**config.mk**
```make
export PLATFORM = sky130hd
export DESIGN_NAME = stopwatch_lap_flat
export DESIGN_NICKNAME = d
export VERILOG_FILES = /design/src/rtl/stopwatch_lap_pkg.sv /design/src/rtl/stopwatch_lap_if.sv /design/src/rtl/stopwatch_lap_scan.sv /design/src/rtl/stopwatch_lap.sv /design/src/flat_wrapper.sv
export SDC_FILE = /design/constraint.sdc
export NUM_CORES = 1
export LEC_CHECK = 0
export ABC_CLOCK_PERIOD_IN_PS = 3900
export CORE_UTILIZATION = 61
export DETAILED_ROUTE_END_ITERATION = 8
export PLACE_DENSITY = 0.95
export SYNTH_ARGS = -nofsm -noshare
export SYNTH_HDL_FRONTEND = slang
export SYNTH_SLANG_ARGS = --single-unit
```
**constraint.sdc**
```tcl
create_clock -name clk -period 3.9 [get_ports clk]
set_clock_uncertainty 0.05 [all_clocks]
set_input_delay 0.78 -clock clk [delete_from_list [all_inputs] [get_ports clk]]
set_output_delay 0.78 -clock clk [all_outputs]
set_load 0.01 [all_outputs]
```
**src/rtl/stopwatch_lap_pkg.sv**
```systemverilog
// Shared types and helpers for the BCD lap stopwatch.
// Holds the state enum, digit width and segment decode.
package stopwatch_pkg;

  typedef enum logic [1:0] {
    S_IDLE,
    S_RUN,
    S_PAUSED,
    S_DONE
  } sw_state_t;

  localparam int BCD_W = 4;

  // Active-low {g,f,e,d,c,b,a}; non-decimal codes blank the digit.
  function automatic logic [6:0] bcd_to_seg(
    input logic [3:0] d
  );
    logic [6:0] s;
    case (d)
      4'd0:    s = 7'b1000000;
      4'd1:    s = 7'b1111001;
      4'd2:    s = 7'b0100100;
      4'd3:    s = 7'b0110000;
      4'd4:    s = 7'b0011001;
      4'd5:    s = 7'b0010010;
      4'd6:    s = 7'b0000010;
      4'd7:    s = 7'b1111000;
      4'd8:    s = 7'b0000000;
      4'd9:    s = 7'b0010000;
      default: s = 7'b1111111;
    endcase
    return s;
  endfunction

endpackage

```
**src/rtl/stopwatch_lap_if.sv**
```systemverilog
// Button, preload and display signals of the stopwatch.
// The stopwatch core is the slave; the board side is the master.
interface stopwatch_lap_if #(
  parameter int NUM_DIGITS = 4
);
  import stopwatch_pkg::*;

  localparam int W = BCD_W * NUM_DIGITS;

  logic                  start;
  logic                  lap;
  logic                  count_down;
  logic                  load;
  logic [W-1:0]          load_value;
  logic [W-1:0]          HEX_display_digits;
  logic [BCD_W-1:0]      LED_binary_coded_decimal;
  logic [NUM_DIGITS-1:0] anode_bits;
  logic [6:0]            seven_segments_LED_output;
  logic                  running;
  logic                  lap_active;
  logic                  expired;

  modport master (
    output start,
    output lap,
    output count_down,
    output load,
    output load_value,
    input  HEX_display_digits,
    input  LED_binary_coded_decimal,
    input  anode_bits,
    input  seven_segments_LED_output,
    input  running,
    input  lap_active,
    input  expired
  );

  modport slave (
    input  start,
    input  lap,
    input  count_down,
    input  load,
    input  load_value,
    output HEX_display_digits,
    output LED_binary_coded_decimal,
    output anode_bits,
    output seven_segments_LED_output,
    output running,
    output lap_active,
    output expired
  );

endinterface

```
**src/rtl/stopwatch_lap_scan.sv**
```systemverilog
// Multiplexed seven-segment scanner for the stopwatch display.
// Cycles one-cold anodes across the digits, LSD first.
module seven_seg_scan
  import stopwatch_pkg::*;
#(
  parameter int NUM_DIGITS     = 4,
  parameter int REFRESH_CYCLES = 1000
) (
  input  logic                        clk,
  input  logic                        reset,
  input  logic [BCD_W*NUM_DIGITS-1:0] value,
  output logic [BCD_W-1:0]            bcd,
  output logic [NUM_DIGITS-1:0]       anode,
  output logic [6:0]                  seg
);

  localparam int RW = $clog2(REFRESH_CYCLES);
  localparam int IW = $clog2(NUM_DIGITS);
  localparam logic [RW-1:0] RMAX =
    RW'(REFRESH_CYCLES - 1);
  localparam logic [IW-1:0] IMAX =
    IW'(NUM_DIGITS - 1);

  logic [RW-1:0] refresh;
  logic [IW-1:0] idx;

  always_ff @(posedge clk) begin
    if (reset) begin
      refresh <= '0;
      idx     <= '0;
    end else if (refresh == RMAX) begin
      refresh <= '0;
      idx     <= (idx == IMAX) ? '0 : idx + IW'(1);
    end else begin
      refresh <= refresh + RW'(1);
    end
  end

  assign bcd   = value[idx*BCD_W +: BCD_W];
  assign anode = ~(NUM_DIGITS'(1) << idx);
  assign seg   = bcd_to_seg(bcd);

endmodule

```
**src/rtl/stopwatch_lap.sv**
```systemverilog
// BCD up/down stopwatch with lap freeze and expiry.
// Drives a multiplexed active-low seven-segment display.
module stopwatch_lap
  import stopwatch_pkg::*;
#(
  parameter int NUM_DIGITS     = 4,
  parameter int TICK_DIV       = 100000,
  parameter int REFRESH_CYCLES = 1000
) (
  input logic           clk,
  input logic           reset,
  stopwatch_lap_if.slave bus
);

  localparam int W  = BCD_W * NUM_DIGITS;
  localparam int TW = $clog2(TICK_DIV);
  localparam logic [TW-1:0] TICK_MAX =
    TW'(TICK_DIV - 1);

  function automatic logic [W-1:0] bcd_inc(
    input logic [W-1:0] v
  );
    logic [W-1:0] r;
    logic         c;
    r = v;
    c = 1'b1;
    for (int i = 0; i < NUM_DIGITS; i++) begin
      if (c) begin
        if (v[i*BCD_W +: BCD_W] == 4'd9) begin
          r[i*BCD_W +: BCD_W] = 4'd0;
        end else begin
          r[i*BCD_W +: BCD_W] =
            v[i*BCD_W +: BCD_W] + 4'd1;
          c = 1'b0;
        end
      end
    end
    return r;
  endfunction

  function automatic logic [W-1:0] bcd_dec(
    input logic [W-1:0] v
  );
    logic [W-1:0] r;
    logic         b;
    r = v;
    b = 1'b1;
    for (int i = 0; i < NUM_DIGITS; i++) begin
      if (b) begin
        if (v[i*BCD_W +: BCD_W] == 4'd0) begin
          r[i*BCD_W +: BCD_W] = 4'd9;
        end else begin
          r[i*BCD_W +: BCD_W] =
            v[i*BCD_W +: BCD_W] - 4'd1;
          b = 1'b0;
        end
      end
    end
    return r;
  endfunction

  function automatic logic [W-1:0] bcd_clamp(
    input logic [W-1:0] v
  );
    logic [W-1:0] r;
    r = v;
    for (int i = 0; i < NUM_DIGITS; i++) begin
      if (v[i*BCD_W +: BCD_W] > 4'd9)
        r[i*BCD_W +: BCD_W] = 4'd9;
    end
    return r;
  endfunction

  sw_state_t     state, state_nx;
  logic [TW-1:0] tick, tick_nx;
  logic [W-1:0]  count, count_nx;
  logic [W-1:0]  lap_val, lap_nx;
  logic [W-1:0]  count_dn, display;
  logic          lap_on, lap_on_nx;
  logic          mode, mode_nx;
  logic          start_s, start_p;
  logic          lap_s, lap_p;
  logic          start_e, lap_e;
  logic          step, zero_hit, lap_ok;

  assign start_e  = start_s & ~start_p;
  assign lap_e    = lap_s & ~lap_p;
  assign step     = (state == S_RUN) &&
                    (tick == TICK_MAX);
  assign count_dn = bcd_dec(count);
  assign zero_hit = step && mode &&
                    (count != '0) &&
                    (count_dn == '0);
  assign lap_ok   = (state == S_RUN) ||
                    (state == S_PAUSED);

  always_ff @(posedge clk) begin
    if (reset) begin
      state   <= S_IDLE;
      tick    <= '0;
      count   <= '0;
      lap_val <= '0;
      lap_on  <= 1'b0;
      mode    <= 1'b0;
      start_s <= 1'b0;
      start_p <= 1'b0;
      lap_s   <= 1'b0;
      lap_p   <= 1'b0;
    end else begin
      state   <= state_nx;
      tick    <= tick_nx;
      count   <= count_nx;
      lap_val <= lap_nx;
      lap_on  <= lap_on_nx;
      mode    <= mode_nx;
      start_s <= bus.start;
      start_p <= start_s;
      lap_s   <= bus.lap;
      lap_p   <= lap_s;
    end
  end

  always_comb begin
    state_nx  = state;
    tick_nx   = tick;
    count_nx  = count;
    lap_nx    = lap_val;
    lap_on_nx = lap_on;
    mode_nx   = mode;
    if (bus.load) begin
      state_nx  = S_IDLE;
      tick_nx   = '0;
      count_nx  = bcd_clamp(bus.load_value);
      lap_nx    = '0;
      lap_on_nx = 1'b0;
    end else begin
      if (state == S_IDLE)
        mode_nx = bus.count_down;
      // Lap sees the count from before any step on this edge.
      if (lap_e && lap_ok) begin
        if (lap_on) begin
          lap_on_nx = 1'b0;
        end else begin
          lap_on_nx = 1'b1;
          lap_nx    = count;
        end
      end
      unique case (state)
        S_IDLE: begin
          if (start_e)
            state_nx = (bus.count_down &&
                        count == '0) ?
                       S_DONE : S_RUN;
        end
        S_RUN: begin
          tick_nx = step ? '0 : tick + TW'(1);
          if (step) begin
            if (!mode)
              count_nx = bcd_inc(count);
            else if (count != '0)
              count_nx = count_dn;
          end
          if (zero_hit)
            state_nx = S_DONE;
          else if (start_e)
            state_nx = S_PAUSED;
        end
        S_PAUSED: begin
          if (start_e)
            state_nx = S_RUN;
        end
        S_DONE: begin
          if (start_e)
            state_nx = S_IDLE;
        end
        default: state_nx = S_IDLE;
      endcase
      if (state_nx == S_IDLE ||
          state_nx == S_DONE)
        tick_nx = '0;
    end
  end

  assign display                = lap_on ? lap_val : count;
  assign bus.HEX_display_digits = display;
  assign bus.running            = (state == S_RUN);
  assign bus.expired            = (state == S_DONE);
  assign bus.lap_active         = lap_on;

  seven_seg_scan #(
    .NUM_DIGITS     (NUM_DIGITS),
    .REFRESH_CYCLES (REFRESH_CYCLES)
  ) u_scan (
    .clk   (clk),
    .reset (reset),
    .value (display),
    .bcd   (bus.LED_binary_coded_decimal),
    .anode (bus.anode_bits),
    .seg   (bus.seven_segments_LED_output)
  );

endmodule

```
**src/flat_wrapper.sv**
```systemverilog
// flat-port wrapper written by rule: the top's interface ports become plain ports
module stopwatch_lap_flat import stopwatch_pkg::*;
#(
  parameter int NUM_DIGITS     = 4,
  parameter int TICK_DIV       = 100000,
  parameter int REFRESH_CYCLES = 1000
)
  (clk, reset, bus_start, bus_lap, bus_count_down, bus_load, bus_load_value, bus_HEX_display_digits, bus_LED_binary_coded_decimal, bus_anode_bits, bus_seven_segments_LED_output, bus_running, bus_lap_active, bus_expired);
  stopwatch_lap_if #(.NUM_DIGITS(NUM_DIGITS)) bus_i ();
  input logic clk;
  input logic reset;
  input wire logic [$bits(bus_i.start)-1:0] bus_start;
  input wire logic [$bits(bus_i.lap)-1:0] bus_lap;
  input wire logic [$bits(bus_i.count_down)-1:0] bus_count_down;
  input wire logic [$bits(bus_i.load)-1:0] bus_load;
  input wire logic [$bits(bus_i.load_value)-1:0] bus_load_value;
  output wire logic [$bits(bus_i.HEX_display_digits)-1:0] bus_HEX_display_digits;
  output wire logic [$bits(bus_i.LED_binary_coded_decimal)-1:0] bus_LED_binary_coded_decimal;
  output wire logic [$bits(bus_i.anode_bits)-1:0] bus_anode_bits;
  output wire logic [$bits(bus_i.seven_segments_LED_output)-1:0] bus_seven_segments_LED_output;
  output wire logic [$bits(bus_i.running)-1:0] bus_running;
  output wire logic [$bits(bus_i.lap_active)-1:0] bus_lap_active;
  output wire logic [$bits(bus_i.expired)-1:0] bus_expired;
  assign bus_i.start = bus_start;
  assign bus_i.lap = bus_lap;
  assign bus_i.count_down = bus_count_down;
  assign bus_i.load = bus_load;
  assign bus_i.load_value = bus_load_value;
  assign bus_HEX_display_digits = bus_i.HEX_display_digits;
  assign bus_LED_binary_coded_decimal = bus_i.LED_binary_coded_decimal;
  assign bus_anode_bits = bus_i.anode_bits;
  assign bus_seven_segments_LED_output = bus_i.seven_segments_LED_output;
  assign bus_running = bus_i.running;
  assign bus_lap_active = bus_i.lap_active;
  assign bus_expired = bus_i.expired;
  stopwatch_lap #(.NUM_DIGITS(NUM_DIGITS), .TICK_DIV(TICK_DIV), .REFRESH_CYCLES(REFRESH_CYCLES)) u_core (.clk(clk), .reset(reset), .bus(bus_i));
endmodule
```
Word-level counts from Yosys, hierarchy flattened

Memory sizes are Yosys's and may differ from the RTL's.
Index checks and enable logic that the tools add are counted.

$add $sub $neg: 11
Magnitude comparators: 4
Equality and inequality tests: 12
Shift-type cells: 2
Muxes and demuxes: 57
Bitwise operators: 6
Reductions and logical operators: 30

Operator list:

| cell                    | number |
|---|---|
| $mux W16                | 6 |
| $mux W4                 | 18 |
| $logic_not A16 Y1       | 2 |
| $mux W1                 | 23 |
| $add A17 B1 Y17 const B | 1 |
| $eq A17 B17 Y1 const B  | 1 |
| $mux W17                | 1 |
| $add A4 B1 Y4 const B   | 4 |
| $eq A4 B4 Y1 const B    | 4 |
| $gt A4 B4 Y1 const B    | 4 |
| $logic_not A4 Y1        | 4 |
| $mux W2                 | 8 |
| $reduce_bool A16 Y1     | 1 |
| $shiftx A16 B5 Y4       | 1 |
| $sub A4 B1 Y4 const B   | 4 |
| $reduce_and A4 Y1       | 3 |
| $add A10 B1 Y10 const B | 1 |
| $eq A10 B10 Y1 const B  | 1 |
| $reduce_bool A3 Y1      | 3 |
| $eq A2 B2 Y1 const B    | 4 |
| $pmux W2 S4             | 1 |
| $logic_and A1 B1 Y1     | 6 |
| $logic_not A2 Y1        | 2 |
| $not A4 Y4              | 1 |
| other kinds (12)        | 18 |

Register bits after elaboration: 69
Memory bits (read-only): 112
Input port bits: 22
Memories: 1

Memory list:

| memory          | words | width | rd ports | clocked after memory_dff | write ports | RTL line                | source |
|---|---|---|---|---|---|---|---|
| (no name shown) | 16    | 7     | 1        | 0                        | 0           | stopwatch_lap_pkg.sv:19 | `case (d)` |

Longest topological paths before layout

Gate-level depths: netlist of run 1.

Depth after elaboration: 21
Mapped depth: 9
Gate-level depth less buffers: 8

Cells and area by module

A second synthesis of run 1 with hierarchy kept.

Cell total of the unflattened synthesis: 571
Area, all modules: 4,633.2 um2

By module, submodules not included:

| module         | instances | cells each | area an instance (um2) | sequential area each (um2) |
|---|---|---|---|---|
| stopwatch_lap  | 1         | 469        | 3,731.1                | 1,141.1 |
| seven_seg_scan | 1         | 102        | 902.1                  | 240.2 |

Worst setup path before layout of run 1

No wires, ideal clock.

Path kind: reg-to-output
Start point: register u_core.lap_on, in the netlist u_core.bus.lap_active
End point: output port bus_seven_segments_LED_output[5]
Data arrival time: 2,243 ps
Required time: 3,070 ps
Path slack: 827 ps
Cell stages (with the launch flop): 10
Buffers on the path: 1
Path through: dfxtp_1 > buf_1 > nand2_1 > o21a_1 > mux4_2 > inv_1 > ha_1 > nand2_1 > o21a_1 > a21oi_1

Cells in the longest elaborated chain, start to end: 3

Ends and longest elaborated chain:

| what                                | RTL line                 | source |
|---|---|---|
| start, declared                     | stopwatch_lap.sv:79      | `logic lap_on, lap_on_nx;` |
| start signal, assigned              | stopwatch_lap.sv:114     | `lap_on <= lap_on_nx;` |
| $mux W16                            | stopwatch_lap.sv:184     | `assign display = lap_on ? lap_val : count;` |
| $shiftx A16 B5 Y4                   | stopwatch_lap_scan.sv:39 | `assign bcd = value[idx*BCD_W +: BCD_W];` |
| via bus_LED_binary_coded_decimal[1] | flat_wrapper.sv:18       | `output wire logic [$bits(bus_i.LED_binary_coded_decimal)-1:0] bus_LED_binary_coded_decimal;` |
| $mem_v2 Z16 W7                      | -                        |  |
| end, declared                       | flat_wrapper.sv:20       | `output wire logic [$bits(bus_i.seven_segments_LED_output)-1:0] bus_seven_segments_LED_output;` |

The timed path passes the listed nets, and every way through them passes these cells.

Final worst setup path of run 1

Start point: register u_core.lap_on, in the netlist u_core.bus.lap_active
End point: output port bus_seven_segments_LED_output[5]

Cells in the longest elaborated chain, start to end: 3

Ends and longest elaborated chain:

| what              | RTL line |
|---|---|
| $mux W16          | stopwatch_lap.sv:184 |
| $shiftx A16 B5 Y4 | stopwatch_lap_scan.sv:39 |
| $mem_v2 Z16 W7    | - |

No other way between the ends.

==> results.toml, run 1 <==
[synth]
syn_area_um2 = 4440
synthTopCellsByCount = "dfxtp_1, nor2_1, inv_1"
synth_area_leaders = "dfxtp_1, nor2_1, ha_1, mux2i_1, a211oi_1"
synth_seq_cells = 69
synth_ff_type = "dfxtp_1"
synth_top_area_frac = 0.311
synth_warnings = 0
synth_compound_area_frac = 0.191
synth_fp_nets = 592
synth-edff-count = 0
synth_xor_area_frac = 0.0570
synthAdderAreaFrac = 0.0451
synthMuxAreaShare = 0.0708
synth.distinct_cells = 64
synthArstFlopShare = 0
ys_seq_area_frac = 0.311
syn_avg_cell_area_um2 = 8.01
synth_top_family_by_area = "simple AND/OR/NAND/NOR gates"
yosys.area_share.simple = 0.245
yosysTopAreaCell = "dfxtp_1"
syn_inst = 554

[route]
top_layer = "met4"
drt-pass1-iter-count = 5
vias = 4218
wl_per_cell_um = 16.7
wirelength_um = 11600
drcViolationCount = 0
vias_per_cell = 6.10
met2WireLength_um = 5550
wl_met3_um = 987
antenna_left = 0
drtIter0Drc = 472
routedLengthMet1_um = 4730

[die]
coreArea_um2 = 6910
io_pins = 56
fp.dieH_um = 87.3
start_util = 0.642
die_area_um2 = 7620
placement_rows = 30
fp.dieW_um = 87.3

[power]
ir_drop_uv = 206
powerDensity_nw_per_um2 = 316
power_switching_w = 0.000534
pwr-share-clk = 0.351
power.internal_w = 0.00111
swShare = 0.325
seqPwrFrac = 0.463
combinationalPowerShare = 0.186
leakage_nw = 1.88

[worst_setup_path]
worstSetupStartpointType = "flip-flop"
worstPathRequired_ns = 3.07
critPathKind = "reg2out"
crit_fanout = 10
arrival_ns = 2.90
cp-startpoint = "u_core.bus.lap_active"
endpoint_kind = "primary output"
r2r_start = "u_core.state[1]"

[clocking]
cts_htree_levels = 3
cts_tree = "built"
clock-sinks = 69
clkTransAtPathRegs_ns = 0.09
cts_buffers = 9
cts_max_path_buffers = 2
clock_latency_ns = 0.37
cts_root_buf = "clkbuf_8"

[sta]
setup_tns_ns = 0
finalSetupViolCount = 0
period_share = 0.957
rsz0062_at_grt = "false"
worst_slack_ns = 0.169
tightest_slew_ns = 1.24
period_minus_slack_ns = 3.73
slew_viol_final = 0
fmax_ghz = 0.268
hold_violations = 0
slew_headroom = 0.172

[final_layout]
design_area_um2 = 5190
num-nets-final = 629
drive_gt1_frac = 0.0973
area_growth_pct = 17.1
diodes = 0
fill_cells = 490

[hold_path]
holdCritStartpoint = "u_core.u_scan.refresh[0]"
worstHoldPathType = "reg2reg"

[global_routing]
grt_pass1_wl_um = 18800
first_global_vias = 3994
antenna_found_initial = 0
grt.overflow.total = 0
grt_usage = 0.318
grt_start_max_net_pins = 39

[run]
maxCapViolCount = 0

[place]
gp_congestion = 1.01
numPortBuffers = 55
dp_slack_ns = 0.379
detailed_place_hpwl_um = 8170
placed_area_um2 = 4990

[outcome]
status = "completed"
==> cell families after synthesis <==
group,count (synthesis)
DFF,69
muxes,25
adders and majority gates,16
and+or+nand+nor,212
xor gates and xnor gates,28
buffers and inverters,85
AOI/OAI and AO/OA,119
==> layout make-up <==
type	count	area, um^2	share of cell area
Multi-Input combinational cell	400	2710	0.521
Timing Repair Buffer	62	606	0.117
Clock inverter	7	62.6	0.0120
Inverter	49	184	0.0354
Clock buffer	9	124	0.0238
Tap cell	96	120	0.0231
Sequential cell	69	1390	0.268
==> worst max-delay path, stage by stage, from the launching register on <==
cell and delay (ns):
dfxtp_2 0.39, buf_4 0.21, nand2_1 0.07, o21a_1 0.13, mux4_2 0.55, inv_1 0.16
ha_1 0.16, nand2_1 0.06, o21a_1 0.10, a21oi_1 0.14, clkdlybuf4s50_1 0.55
==> metal layers <==
metal,vias to the layer above,GRT usage
met2,232,0.538
met5,-,0
met3,36,0.0569
met1,1910,0.398
li1,2040,-
met4,0,0.134
==> per-stage QoR <==
step / utilization / hold slack, ns / instances / power [W]
global route: 0.752 / 0.422 / 692 / 0.00171
CTS: 0.750 / 0.396 / 692 / 0.00164
detailed placement: 0.723 / 0.381 / 676 / 0.00107
floorplan: - / 0.363 / 554 / 0.000963
finish: 0.752 / 0.393 / 692 / 0.00164
global placement: 0.723 / 0.377 / 676 / 0.00106
==> layout by cell type, fill, tap and decap left out, types with 17 or more instances in the layout <==
cell | synthesis | layout
nor2_1 | 69 | 68
dfxtp_1 | 69 | 61
clkdlybuf4s50_1 | 0 | 54
inv_1 | 47 | 47
nand2_1 | 39 | 39
nor3_1 | 27 | 26
a21oi_1 | 25 | 25
a211oi_1 | 25 | 25
o21ai_0 | 20 | 20
xnor2_1 | 20 | 20
mux2i_1 | 19 | 19
nand3_1 | 17 | 17
==> timing repair <==
| item | CTS | global route |
|---|---|---|
| hold buffers | 0 | 0 |
| setup endpoints to repair | 0 | 5 |
| setup buffers | 0 | 0 |
| gates resized for setup | 0 | 10 |
==> path summary, 6_finish.rpt <==
path / to / slack (ns) / depth (start not counted)
max: bus_seven_segments_LED_output[5] / 0.17 / 10
min: u_core.u_scan.refresh[0] / 0.39 / 1
max reg2reg: u_core.tick[11] / 0.84 / 8
min reg2reg: u_core.u_scan.refresh[0] / 0.39 / 1
==> sequential cells by signal, summed over array words and instances (netlist names), 2 cells and up <==
| name | cells |
|---|---|
| u_core.u_scan.idx | 2 |
| u_core.u_scan.refresh | 10 |
| u_core.state | 2 |
| u_core.lap_val | 16 |
| u_core.tick | 17 |
| u_core.count | 16 |
==> power groups by stage <==
stage | clock [W] | sequential, W | combinational [W]
detailed placement | 0 | 0.000774 | 0.000299
global route | 0.000612 | 0.000763 | 0.000332
floorplan | 0 | 0.000747 | 0.000216
global placement | 0 | 0.000773 | 0.000290
finish | 0.000577 | 0.000761 | 0.000305
CTS | 0.000578 | 0.000757 | 0.000301
Power figures use the tool's default switching activity.
==> run 2: changes to the inputs <==
CTS_BUF_LIST = sky130_fd_sc_hd__clkbuf_8   (was not set)
GPL_TIMING_DRIVEN = 0   (was not set)
SKIP_LAST_GASP = 1   (was not set)
==> results.toml, run 2 (synthesis results as in run 1) <==
[power]
total_power_w = 0.00168
ir_drop_uv = 301
leakage_nw = 1.94
powerDensity_nw_per_um2 = 315

[worst_setup_path]
critPathKind = "reg2out"
cpMostUsedCell = "o21a_1"
path_buf_inv = 4
crit_chain = "clkbuf_4 > inv_1 > o21a_1 > mux4_2 > clkinvlp_4 > nand2_1 > o21a_1 > a21oi_1 > clkdlybuf4s50_1"
arrival_ns = 3.01
crit_fanout = 10
reg2reg_depth = 8
cp_slowest_cell = "mux4_2"
worstSetupStartpointType = "flip-flop"
critical_path.top_delay_family = "buffers and inverters"
crit_path_max_incr_delay_ns = 0.55
worstPathRequired_ns = 3.07
worst_r2r_endpoint = "u_core.tick[0]"
r2r_start = "u_core.state[1]"
endpoint_kind = "primary output"
rrSetupSlack_ns = 1.03

[clocking]
cts_max_path_buffers = 2
cts_tree = "built"
cts_htree_levels = 3
cts_root_buf = "clkbuf_8"
clock-sinks = 69
clock_latency_ns = 0.37
clkTransAtPathRegs_ns = 0.09
cts_buffers = 9

[route]
drt-pass1-iter-count = 7
vias_per_cell = 6.28
drtIter0Drc = 468
wirelength_um = 12300
drcViolationCount = 0
antenna_left = 0
vias = 4525
wl_per_cell_um = 17.1

[hold_path]
holdPathEnd = "u_core.u_scan.refresh[0]"
whs_path_depth = 1
worstHoldPathType = "reg2reg"
holdCritStartpoint = "u_core.u_scan.refresh[0]"

[final_layout]
num-nets-final = 657
area_growth_pct = 19.9
largest_reg_flops = 17
final_cell_mix = "nor2_1, dfxtp_1, clkdlybuf4s50_1"
diodes = 0
largest-register = "u_core.tick"
drive_gt1_frac = 0.0994
design_area_um2 = 5320
top_regs = "u_core.tick x17, u_core.count x16, u_core.lap_val x16"

[place]
detailed_place_hpwl_um = 8660
numPortBuffers = 53
placed_area_um2 = 5090
gp_congestion = 0.964

[die]
fp.dieW_um = 87.3
placement_rows = 30
io_pins = 56
fp.dieH_um = 87.3
coreArea_um2 = 6910
die_area_um2 = 7620
start_util = 0.642

[global_routing]
first_global_vias = 4270
grt_usage = 0.339
antenna_found_initial = 0
grt_pass1_wl_um = 19900
grt_start_max_net_pins = 17
grt.overflow.total = 0

[sta]
hold_violations = 0
period_minus_slack_ns = 3.84
period_share = 0.984
finalSetupViolCount = 0
slew_viol_final = 0
slew_headroom = 0.479
fmax_ghz = 0.261
tightest_slew_ns = 0.776

[run]
maxCapViolCount = 0

[outcome]
status = "completed"
[run 2: timing repair]
action	CTS	global route
setup buffers	0	2
endpoints found under the hold margin	0	0
hold buffers	0	0
endpoints found under the setup margin	7	6
pin swaps	0	0
gates resized for setup	1	10
[run 2: stage by stage]
step           hold slack, ns  utilization  worst slack, ns  cells  TNS (ns)
2_1_floorplan           0.363            -            0.827    554         0
3_3_place_gp            0.374        0.736            0.280    703         0
3_5_place_dp            0.386        0.736            0.206    703         0
4_1_cts                 0.407        0.766           0.0244    719         0
5_1_grt                 0.441        0.770          -0.0366    720   -0.0366
6_report                0.408        0.770           0.0624    720         0
[run 2: cell type report]
class                   count  area, um^2
plain buffers              35         176
clock inverters             7        76.3
multi-input cells         400        2710
flip-flops and latches     69        1380
fillers                   485        1590
inverters                  49         188
repair buffers             55         546
clock buffers               9         124
well taps                  96         120
[run 2: worst register-to-register path, stage by stage, from the launching register on]
cell and delay, ns:
dfxtp_1 0.38, inv_1 0.15, ha_1 0.36, nand4_1 0.29, nor3_1 0.71, clkbuf_1 0.51, nor3_1 0.09, a21oi_1 0.15
nor3_1 0.05
[run 2: per-layer routing]
metal	routed length, um	share of wire	GRT usage	vias up
met4	422	0.034	0.143	0
met1	4780	0.39	0.401	2105
li1	-	-	-	2086
met5	0	0	0	-
met2	6010	0.49	0.586	279
met3	1100	0.089	0.0825	55
[run 2: worst max path at each step]
stage / startpoint / endpoint / slack [ns] / depth (start not counted)
finish: u_core.count[10] / bus_seven_segments_LED_output[5] / 0.06 / 9
CTS: u_core.bus.lap_active / bus_seven_segments_LED_output[0] / 0.02 / 7
global route: u_core.count[10] / bus_seven_segments_LED_output[5] / -0.04 / 9
detailed placement: u_core.bus.lap_active / bus_seven_segments_LED_output[3] / 0.21 / 9
global placement: u_core.bus.lap_active / bus_seven_segments_LED_output[3] / 0.28 / 8
floorplan: u_core.bus.lap_active / bus_seven_segments_LED_output[5] / 0.83 / 9
[run 2: report_power, final]
part	switching (W)	internal [W]	total [W]
combinational	0.000197	0.000152	0.000349
clock	0.000337	0.000255	0.000591
sequential	0.0000159	0.000722	0.000738
total	0.000550	0.00113	0.00168
==> run 3: changes to the inputs <==
TNS_END_PERCENT = 5   (was not set)
==> results.toml, run 3 (synthesis results as in run 1) <==
[outcome]
status = "completed"

[die]
start_util = 0.642
die_area_um2 = 7620
coreArea_um2 = 6910
io_pins = 56
fp.dieH_um = 87.3
placement_rows = 30
fp.dieW_um = 87.3

[global_routing]
grt.overflow.total = 0
antenna_found_initial = 0
grt_pass1_wl_um = 19900
grt_start_max_net_pins = 17
first_global_vias = 4270
grt_usage = 0.339

[sta]
period_share = 0.973
fmax_ghz = 0.264
hold-worst-slack_ns = 0.408
hold_violations = 0
period_minus_slack_ns = 3.79
slew_viol_final = 0
slew_headroom = 0.468
finalSetupViolCount = 0
tightest_slew_ns = 0.792
rsz0062_at_grt = "true"

[place]
placed_area_um2 = 5090
dpl.cell_count = 703
numPortBuffers = 53
gp_congestion = 0.964
detailed_place_hpwl_um = 8660

[route]
drt-pass1-iter-count = 5
wirelength_um = 12300
vias_per_cell = 6.22
drtIter0Drc = 477
drcViolationCount = 0
top_layer = "met4"
met2WireLength_um = 6050
wl_per_cell_um = 17.1
routedLengthMet1_um = 4940
wl_met3_um = 978
vias = 4474
antenna_left = 0

[hold_path]
worstHoldPathType = "reg2reg"
holdCritStartpoint = "u_core.u_scan.refresh[0]"

[worst_setup_path]
r2r_start = "u_core.state[1]"
worstSetupStartpointType = "flip-flop"
crit_fanout = 10
arrival_ns = 2.96
critPathKind = "reg2out"
cp-startpoint = "u_core.count[9]"
worstPathRequired_ns = 3.07
endpoint_kind = "primary output"

[final_layout]
diodes = 0
largest_reg_flops = 17
area_growth_pct = 19.7
final_cell_mix = "nor2_1, dfxtp_1, clkdlybuf4s50_1"
top_regs = "u_core.tick x17, u_core.count x16, u_core.lap_val x16"
num-nets-final = 656
largest-register = "u_core.tick"
design_area_um2 = 5310
drive_gt1_frac = 0.0963
finalNonFillerCells = 719

[power]
ir_drop_uv = 303
powerDensity_nw_per_um2 = 316
total_power_w = 0.00168
leakage_nw = 1.94

[clocking]
cts_max_path_buffers = 2
cts_tree = "built"
clkTransAtPathRegs_ns = 0.09
cts_root_buf = "clkbuf_8"
clock_latency_ns = 0.37
clock-sinks = 69
cts_buffers = 9
cts_htree_levels = 3

[run]
maxCapViolCount = 0
-- run 3: cell types whose count changed in the layout (fill, tap and decap cells not counted), sizes merged --
cell,previous run,this run
clkinv,3,4
clkinvlp,1,0
buf,16,15
-- run 3: area by class of cell --
type / count / area, um^2
Tap cell: 96 / 120
Timing Repair Buffer: 54 / 538
Sequential cell: 69 / 1380
Clock buffer: 9 / 124
Multi-Input combinational cell: 400 / 2710
Clock inverter: 7 / 76.3
Fill cell: 489 / 1600
Buffer: 35 / 176
Inverter: 49 / 184
-- run 3: through the flow --
| stage | setup slack (ns) | utilization | setup TNS [ns] |
|---|---|---|---|
| after detailed placement | 0.206 | 0.736 | 0 |
| after CTS | 0.0244 | 0.766 | 0 |
| after global placement | 0.280 | 0.736 | 0 |
| after global routing | -0.0163 | 0.769 | -0.0241 |
| after floorplan | 0.827 | - | 0 |
| final | 0.107 | 0.769 | 0 |
-- run 3: repair_timing --
item | CTS | global route
hold buffers | 0 | 0
setup endpoints to repair | 7 | 6
gates resized for setup | 1 | 9
pin swaps | 0 | 0
setup buffers | 0 | 1
-- run 3: per-layer routing --
| metal | vias up | track usage |
|---|---|---|
| met5 | - | 0 |
| met4 | 0 | 0.143 |
| met3 | 32 | 0.0825 |
| met2 | 248 | 0.586 |
| met1 | 2106 | 0.401 |
| li1 | 2088 | - |
-- run 3: power breakdown --
group	leakage [nW]	internal, W	total [W]	switching [W]
Clock	0.103	0.000255	0.000593	0.000338
Sequential	0.561	0.000722	0.000738	0.0000157
Combinational	1.27	0.000151	0.000347	0.000197
-- run 3: path summary, 6_finish.rpt --
check / cells past startpoint / end / slack [ns]
hold / removal: 1 / u_core.u_scan.refresh[0] / 0.41
hold reg to reg: 1 / u_core.u_scan.refresh[0] / 0.41
setup / recovery: 9 / bus_seven_segments_LED_output[3] / 0.11
setup reg to reg: 8 / u_core.tick[0] / 0.99
-- run 3: worst max-delay path: stages, from the launching register on --
cell and delay, ns:
dfxtp_1 0.35, clkbuf_4 0.20, inv_1 0.11, o21a_1 0.23
mux4_2 0.51, ha_1 0.29, nand2_1 0.07, o21ai_0 0.09
a21oi_1 0.17, clkdlybuf4s50_1 0.57
